`src/rtl/serial_byte_tx_if.sv`:
```
// rtl/serial_byte_tx_if.sv - word-in / bit-out bus bundle for serial_byte_tx
//
// Purpose: groups the parallel word handshake and the serial output lane.
// Signals (direction as seen by the transmitter, modport slave):
//   i_data[DATA_W]  word to transmit, sampled on handshake
//   i_valid         i_data is valid
//   o_ready         transmitter can accept a word this cycle
//   o_ser           serial data bit
//   o_ser_valid     o_ser carries a valid bit
//   o_sof / o_eof   first / last bit of a frame
//   o_busy          a word is in flight
// The master modport is the upstream producer / downstream observer side.

interface serial_byte_tx_if #(
    parameter int DATA_W = 8
);
    logic [DATA_W-1:0] i_data;
    logic              i_valid;
    logic              o_ready;
    logic              o_ser;
    logic              o_ser_valid;
    logic              o_sof;
    logic              o_eof;
    logic              o_busy;

    modport slave (
        input  i_data,
        input  i_valid,
        output o_ready,
        output o_ser,
        output o_ser_valid,
        output o_sof,
        output o_eof,
        output o_busy
    );

    modport master (
        output i_data,
        output i_valid,
        input  o_ready,
        input  o_ser,
        input  o_ser_valid,
        input  o_sof,
        input  o_eof,
        input  o_busy
    );
endinterface

```
`src/rtl/serial_byte_tx.sv`:
```
// rtl/serial_byte_tx.sv - parallel-to-serial word transmitter with frame strobes
//
// Purpose: accepts DATA_W-bit words on a valid/ready handshake and shifts them
// out one bit per clock, marking the first (o_sof) and last (o_eof) frame cycle.
// Ports:
//   i_clk    system clock, rising edge
//   i_rst_n  asynchronous active-low reset
//   io_bus   serial_byte_tx_if.slave (i_data, i_valid, o_ready, o_ser,
//            o_ser_valid, o_sof, o_eof, o_busy)
// Parameters: DATA_W (2..32), MSB_FIRST (1 = MSB shifted first).
// Optional feature: define SERIAL_BYTE_TX_PARITY_EN to append an even-parity
// bit after the data bits (frame becomes DATA_W+1 cycles).

module serial_byte_tx #(
    parameter int DATA_W    = 8,
    parameter bit MSB_FIRST = 1'b1
) (
    input  logic            i_clk,
    input  logic            i_rst_n,
    serial_byte_tx_if.slave io_bus
);

    localparam int               CNT_W = (DATA_W > 1) ? $clog2(DATA_W) : 1;
    localparam logic [CNT_W-1:0] LAST  = CNT_W'(DATA_W - 1);

    typedef enum logic [1:0] {
        S_IDLE  = 2'd0,
        S_SHIFT = 2'd1
`ifdef SERIAL_BYTE_TX_PARITY_EN
        ,
        S_PAR   = 2'd2
`endif
    } state_t;

    state_t            r_state;
    logic [CNT_W-1:0]  r_cnt;
    logic [DATA_W-1:0] r_shift;
    logic              r_ser;
    logic              r_ser_valid;
    logic              r_sof;
    logic              r_eof;
    logic              r_busy;
`ifdef SERIAL_BYTE_TX_PARITY_EN
    logic              r_par;
`endif

    logic              w_final;
    logic              w_ready;
    logic              w_accept;
    logic              w_first_bit;
    logic [DATA_W-1:0] w_load_shift;
    logic              w_head_bit;
    logic [DATA_W-1:0] w_next_shift;

    // The final frame cycle is the only in-frame cycle that may take a new word.
`ifdef SERIAL_BYTE_TX_PARITY_EN
    assign w_final = (r_state == S_PAR);
`else
    assign w_final = (r_state == S_SHIFT) && (r_cnt == LAST);
`endif

    assign w_ready  = i_rst_n && ((r_state == S_IDLE) || w_final);
    assign w_accept = io_bus.i_valid && w_ready;

    // The first bit goes straight to r_ser; r_shift keeps the remaining bits
    // aligned so that the next bit to send always sits at the head.
    assign w_first_bit  = MSB_FIRST ? io_bus.i_data[DATA_W-1] : io_bus.i_data[0];
    assign w_load_shift = MSB_FIRST ? {io_bus.i_data[DATA_W-2:0], 1'b0}
                                    : {1'b0, io_bus.i_data[DATA_W-1:1]};
    assign w_head_bit   = MSB_FIRST ? r_shift[DATA_W-1] : r_shift[0];
    assign w_next_shift = MSB_FIRST ? {r_shift[DATA_W-2:0], 1'b0}
                                    : {1'b0, r_shift[DATA_W-1:1]};

    always_ff @(posedge i_clk or negedge i_rst_n) begin
        if (!i_rst_n) begin
            r_state     <= S_IDLE;
            r_cnt       <= '0;
            r_shift     <= '0;
            r_ser       <= 1'b0;
            r_ser_valid <= 1'b0;
            r_sof       <= 1'b0;
            r_eof       <= 1'b0;
            r_busy      <= 1'b0;
`ifdef SERIAL_BYTE_TX_PARITY_EN
            r_par       <= 1'b0;
`endif
        end else if (w_accept) begin
            // Covers both the idle start and the gapless back-to-back start.
            r_state     <= S_SHIFT;
            r_cnt       <= '0;
            r_shift     <= w_load_shift;
            r_ser       <= w_first_bit;
            r_ser_valid <= 1'b1;
            r_sof       <= 1'b1;
            r_eof       <= 1'b0;
            r_busy      <= 1'b1;
`ifdef SERIAL_BYTE_TX_PARITY_EN
            r_par       <= ^io_bus.i_data;
`endif
        end else begin
            case (r_state)
                S_SHIFT: begin
                    if (r_cnt != LAST) begin
                        r_cnt   <= r_cnt + 1'b1;
                        r_shift <= w_next_shift;
                        r_ser   <= w_head_bit;
                        r_sof   <= 1'b0;
`ifdef SERIAL_BYTE_TX_PARITY_EN
                        r_eof   <= 1'b0;
`else
                        // Raise eof together with the bit that is about to be last.
                        r_eof   <= (r_cnt == LAST - 1'b1);
`endif
                    end else begin
`ifdef SERIAL_BYTE_TX_PARITY_EN
                        r_state <= S_PAR;
                        r_ser   <= r_par;
                        r_sof   <= 1'b0;
                        r_eof   <= 1'b1;
`else
                        r_state     <= S_IDLE;
                        r_cnt       <= '0;
                        r_shift     <= '0;
                        r_ser       <= 1'b0;
                        r_ser_valid <= 1'b0;
                        r_sof       <= 1'b0;
                        r_eof       <= 1'b0;
                        r_busy      <= 1'b0;
`endif
                    end
                end
                default: begin
                    // IDLE with no word, or the parity cycle ending without a successor.
                    r_state     <= S_IDLE;
                    r_cnt       <= '0;
                    r_shift     <= '0;
                    r_ser       <= 1'b0;
                    r_ser_valid <= 1'b0;
                    r_sof       <= 1'b0;
                    r_eof       <= 1'b0;
                    r_busy      <= 1'b0;
                end
            endcase
        end
    end

    assign io_bus.o_ready     = w_ready;
    assign io_bus.o_ser       = r_ser;
    assign io_bus.o_ser_valid = r_ser_valid;
    assign io_bus.o_sof       = r_sof;
    assign io_bus.o_eof       = r_eof;
    assign io_bus.o_busy      = r_busy;

endmodule
```
`src/flat_wrapper.sv`:
```
// flat-port wrapper written by rule: the top's interface ports become plain ports
module serial_byte_tx_flat 
#(
    parameter int DATA_W    = 8,
    parameter bit MSB_FIRST = 1'b1
)
  (i_clk, i_rst_n, io_bus_i_data, io_bus_i_valid, io_bus_o_ready, io_bus_o_ser, io_bus_o_ser_valid, io_bus_o_sof, io_bus_o_eof, io_bus_o_busy);
  serial_byte_tx_if #(.DATA_W(DATA_W)) io_bus_i ();
  input  logic i_clk;
  input  logic i_rst_n;
  input wire logic [$bits(io_bus_i.i_data)-1:0] io_bus_i_data;
  input wire logic [$bits(io_bus_i.i_valid)-1:0] io_bus_i_valid;
  output wire logic [$bits(io_bus_i.o_ready)-1:0] io_bus_o_ready;
  output wire logic [$bits(io_bus_i.o_ser)-1:0] io_bus_o_ser;
  output wire logic [$bits(io_bus_i.o_ser_valid)-1:0] io_bus_o_ser_valid;
  output wire logic [$bits(io_bus_i.o_sof)-1:0] io_bus_o_sof;
  output wire logic [$bits(io_bus_i.o_eof)-1:0] io_bus_o_eof;
  output wire logic [$bits(io_bus_i.o_busy)-1:0] io_bus_o_busy;
  assign io_bus_i.i_data = io_bus_i_data;
  assign io_bus_i.i_valid = io_bus_i_valid;
  assign io_bus_o_ready = io_bus_i.o_ready;
  assign io_bus_o_ser = io_bus_i.o_ser;
  assign io_bus_o_ser_valid = io_bus_i.o_ser_valid;
  assign io_bus_o_sof = io_bus_i.o_sof;
  assign io_bus_o_eof = io_bus_i.o_eof;
  assign io_bus_o_busy = io_bus_i.o_busy;
  serial_byte_tx #(.DATA_W(DATA_W), .MSB_FIRST(MSB_FIRST)) u_core (.i_clk(i_clk), .i_rst_n(i_rst_n), .io_bus(io_bus_i));
endmodule
```
`config.mk`:
```
export PLATFORM = sky130hd
export DESIGN_NAME = serial_byte_tx_flat
export DESIGN_NICKNAME = d
export VERILOG_FILES = /design/src/rtl/serial_byte_tx_if.sv /design/src/rtl/serial_byte_tx.sv /design/src/flat_wrapper.sv
export SDC_FILE = /design/constraint.sdc
export NUM_CORES = 1
export LEC_CHECK = 0
export CORE_MARGIN = 4
export CORE_UTILIZATION = 39
export DETAILED_ROUTE_END_ITERATION = 6
export DONT_BUFFER_PORTS = 1
export PLACE_DENSITY_LB_ADDON = 0.12
export SLEW_MARGIN = 20
export SYNTH_ARGS = -nofsm -noshare
export SYNTH_HDL_FRONTEND = slang
export SYNTH_SLANG_ARGS = --single-unit
```
`constraint.sdc`:
```
create_clock -name i_clk -period 1.4 [get_ports i_clk]
set_input_delay 0.28 -clock i_clk [delete_from_list [all_inputs] [get_ports i_clk]]
set_output_delay 0.28 -clock i_clk [all_outputs]
set_load 0.005 [all_outputs]
```
==> impl_metrics.env <==
export IMPL_final_antenna_net_count=0
export IMPL_post_dp_hpwl_um=723.9
export IMPL_critPathKind="flip-flop to primary output"
export IMPL_clock_path_buffers=2
export IMPL_grt_util_all_layers_pct=11.85
export IMPL_route_layer_met1_wl_um=495
export IMPL_worst_pin_slew_ns=0.6296
export IMPL_clock_latency_ns=0.27
export IMPL_slowest_delay_ns=0.42
export IMPL_synth_net_count=61
export IMPL_timing_critical_path_cells="ha_4 > ha_4 > nand2b_4 > and2_4"
export IMPL_synth_seq_cells=14
export IMPL_floorplan_io_pins=17
export IMPL_htree_levels=1
export IMPL_startpoint_type="flip-flop"
export IMPL_power_mw=1.462
export IMPL_global_route_wire_length_before_repair_um=1828
export IMPL_cts_buffers_inserted=3
export IMPL_core_area_sq_um=1506
export IMPL_path_max_fanout=2
export IMPL_synth_edff_count=0
export IMPL_grt_setup_unrepaired="yes"
export IMPL_drt_vias_per_instance=5.217
export IMPL_synth_most_common_cell="dfrtp_1"
export IMPL_multi_input_area_sq_um=266.5
export IMPL_worstHoldPathType="input port to flip-flop"
export IMPL_cpMostUsedCell="ha_4"
export IMPL_post_synth_top_area_share_pct=56.80
export IMPL_count_of_vias_placed_by_the_detailed_router=360
export IMPL_drt_drc_violations_left=0
export IMPL_antenna_found_initial=0
export IMPL_regArea_sq_um=350.3
export IMPL_period_minus_slack_ns=1.584
export IMPL_critical_path_endpoint_type="primary output"
export IMPL_postSynthCellCount=47
export IMPL_final_core_util_pct=47.59
export IMPL_num_fill_cells=139
export IMPL_failed_checks="negative setup slack"
export IMPL_worst_setup_hold_path_clk_slew_ns=0.08
export IMPL_ys_dominant_reg_cell="dfrtp_1"
export IMPL_required_ns=1.12
export IMPL_proportion_of_synthesized_flip_flops_having_asynchronous_set_or_reset_pct=100.0
export IMPL_timing_final_setup_violations=9
export IMPL_totalWireLength_um=1091
export IMPL_library_cell_occupying_the_most_area_in_the_post_synthesis_netlist="dfrtp_1"
export IMPL_worst_slew_margin_rel_pct=57.89
export IMPL_clock_tree_from_tritoncts="done"
export IMPL_dp_slack_ns=-0.004461
export IMPL_finalWorstSetupSlack_ns=-0.1839
export IMPL_die_area_sq_um=2282
export IMPL_first_global_vias=432
export IMPL_netlist_cell_type_count=16
export IMPL_chipWidth_um=47.77
export IMPL_wl_met2_um=539
export IMPL_p_leak_nw=0.3697
export IMPL_synth_warning_count=0
export IMPL_hold_viol=0
export IMPL_detailedRoute_firstIterationViolations=2
export IMPL_synth_top_cells_by_area="dfrtp_1 (57%), mux2_2 (7.3%), mux2_4 (7.3%)"
export IMPL_diodes=0
export IMPL_synth_top_cells_by_count="dfrtp_1 (14), and3_1 (7), mux2_2 (4), nand2_1 (4)"
export IMPL_cp_arrival_ns=1.30
export IMPL_crit_slowest_cell="dfrtp_1"
export IMPL_final_setup_skew_ns=0.002341
export IMPL_fp_dieH_um=47.77
export IMPL_place_port_buffers=0
export IMPL_synth_avg_cell_area_sq_um=13.12
export IMPL_rows=14
export IMPL_starting_utilization_of_the_core_area_pct=40.95
export IMPL_fraction_of_final_layout_cells_sized_beyond_drive_strength_1_pct=35.85
export IMPL_cts_root_buffer="clkbuf_4"
export IMPL_dr_wl_met3_um=56
export IMPL_highest_layer="met3"
export IMPL_area_growth_synth_to_final_pct=16.23
export IMPL_drt_pre_antenna_iters=3
export IMPL_wl_per_cell_um=15.81
export IMPL_slew_viol_final=0
export IMPL_synth_yosys_seq_area_share_pct=56.80
export IMPL_cts_num_sinks=14
export IMPL_gp_routability_congestion=0.6190
export IMPL_layout_nets=68
export IMPL_run_status="complete, but fails checks"
export IMPL_drv_cap=0
export IMPL_grt_overflow_total=0
export IMPL_power_ir_vdd_worst_mv=0.9061
export IMPL_power_density_nw_per_um2=2039
export IMPL_grt_max_degree=15
export IMPL_min_period_over_period_pct=113.1
export IMPL_mappedNetlistArea_sq_um=616.8
export IMPL_fmax_mhz=631.4
==> layout by cell type (no fill, tap or decap), drive strengths merged <==
cell | netlist | layout
and2 | 1 | 1
a31oi | 1 | 1
nor2 | 3 | 3
nand2b | 1 | 1
buf | 2 | 4
nand2 | 4 | 4
dfrtp | 14 | 14
inv | 1 | 1
ha | 3 | 3
nor2b | 1 | 1
mux2 | 7 | 7
clkbuf | 1 | 4
and3 | 7 | 7
and4 | 1 | 1
dlygate4sd3 | 0 | 1
==> cell families after synthesis <==
group	after synthesis	synth area share, %
muxes	7	14.60
DFF	14	56.80
and+or+nand+nor	18	17.04
adders and majority gates	3	6.086
AOI/OAI and AO/OA	1	1.015
buffers and inverters	4	4.461
==> layout make-up <==
type / count / share of cell area, %
clock buffers: 4 / 5.061
inverters: 1 / 0.5236
multi-input cells: 29 / 37.17
flip-flops and latches: 14 / 48.87
well taps: 16 / 2.792
repair buffers: 5 / 5.585
==> where the power goes <==
part	total (mW)	switching, mW	internal [mW]
Clock	0.285	0.127	0.158
Combinational	0.535	0.217	0.318
Sequential	0.642	0.0988	0.544
==> per-stage QoR <==
| stage | area [sq um] | hold slack [ns] | instances | TNS (ns) |
|---|---|---|---|---|
| after floorplan | 634.4 | -0.01559 | 47 | -0.02905 |
| after global placement | 645.6 | -0.01512 | 62 | 0 |
| after detailed placement | 645.6 | -0.01507 | 62 | -0.004461 |
| after CTS | 716.9 | 0.08609 | 69 | -0.7638 |
| after global routing | 716.9 | 0.08226 | 69 | -1.271 |
| final | 716.9 | 0.09525 | 69 | -0.7003 |
==> worst max-delay path: cells and delay by family, from the launching register on <==
kind          cells  cell delay [ns]
fa+ha+maj         2             0.33
flops             1             0.42
simple gates      2             0.28
==> per-layer routing <==
| layer | vias to the layer above | GRT usage [%] |
|---|---|---|
| met3 | 0 | 4.135 |
| li1 | 170 | - |
| met5 | - | 0 |
| met2 | 10 | 18.47 |
| met4 | 0 | 4.839 |
| met1 | 180 | 14.92 |
==> sequential cells by signal (all words and copies together), names as in the netlist <==
signal	flops
u_core.r_state	1
u_core.r_cnt	3
u_core.io_bus.o_ser	1
u_core.r_shift	7
u_core.io_bus.o_eof	1
u_core.io_bus.o_sof	1
==> final timing paths <==
check                                       start             endpoint  slack, ns  cells past startpoint
worst min register to register  u_core.r_shift[7]  u_core.io_bus.o_ser       0.49                      1
max in group asynchronous                 i_rst_n      u_core.r_cnt[0]       0.54                      1
min in group asynchronous                 i_rst_n  u_core.io_bus.o_ser       0.46                      1
worst max-delay path              u_core.r_cnt[0]       io_bus_o_ready      -0.18                      4
worst max register to register    u_core.r_cnt[0]    u_core.r_shift[6]      -0.08                      5
worst min-delay path                      i_rst_n      u_core.r_cnt[2]        0.1                      1
==> timing repair <==
action / in CTS / in global routing
setup endpoints to repair: 4 / 12
hold buffers: 1 / 0
pin swaps: 1 / 0
hold endpoints to repair: 14 / 0
setup buffers: 2 / 0
gates resized for setup: 1 / 0
No activity file was read; power rests on OpenSTA's default activity.
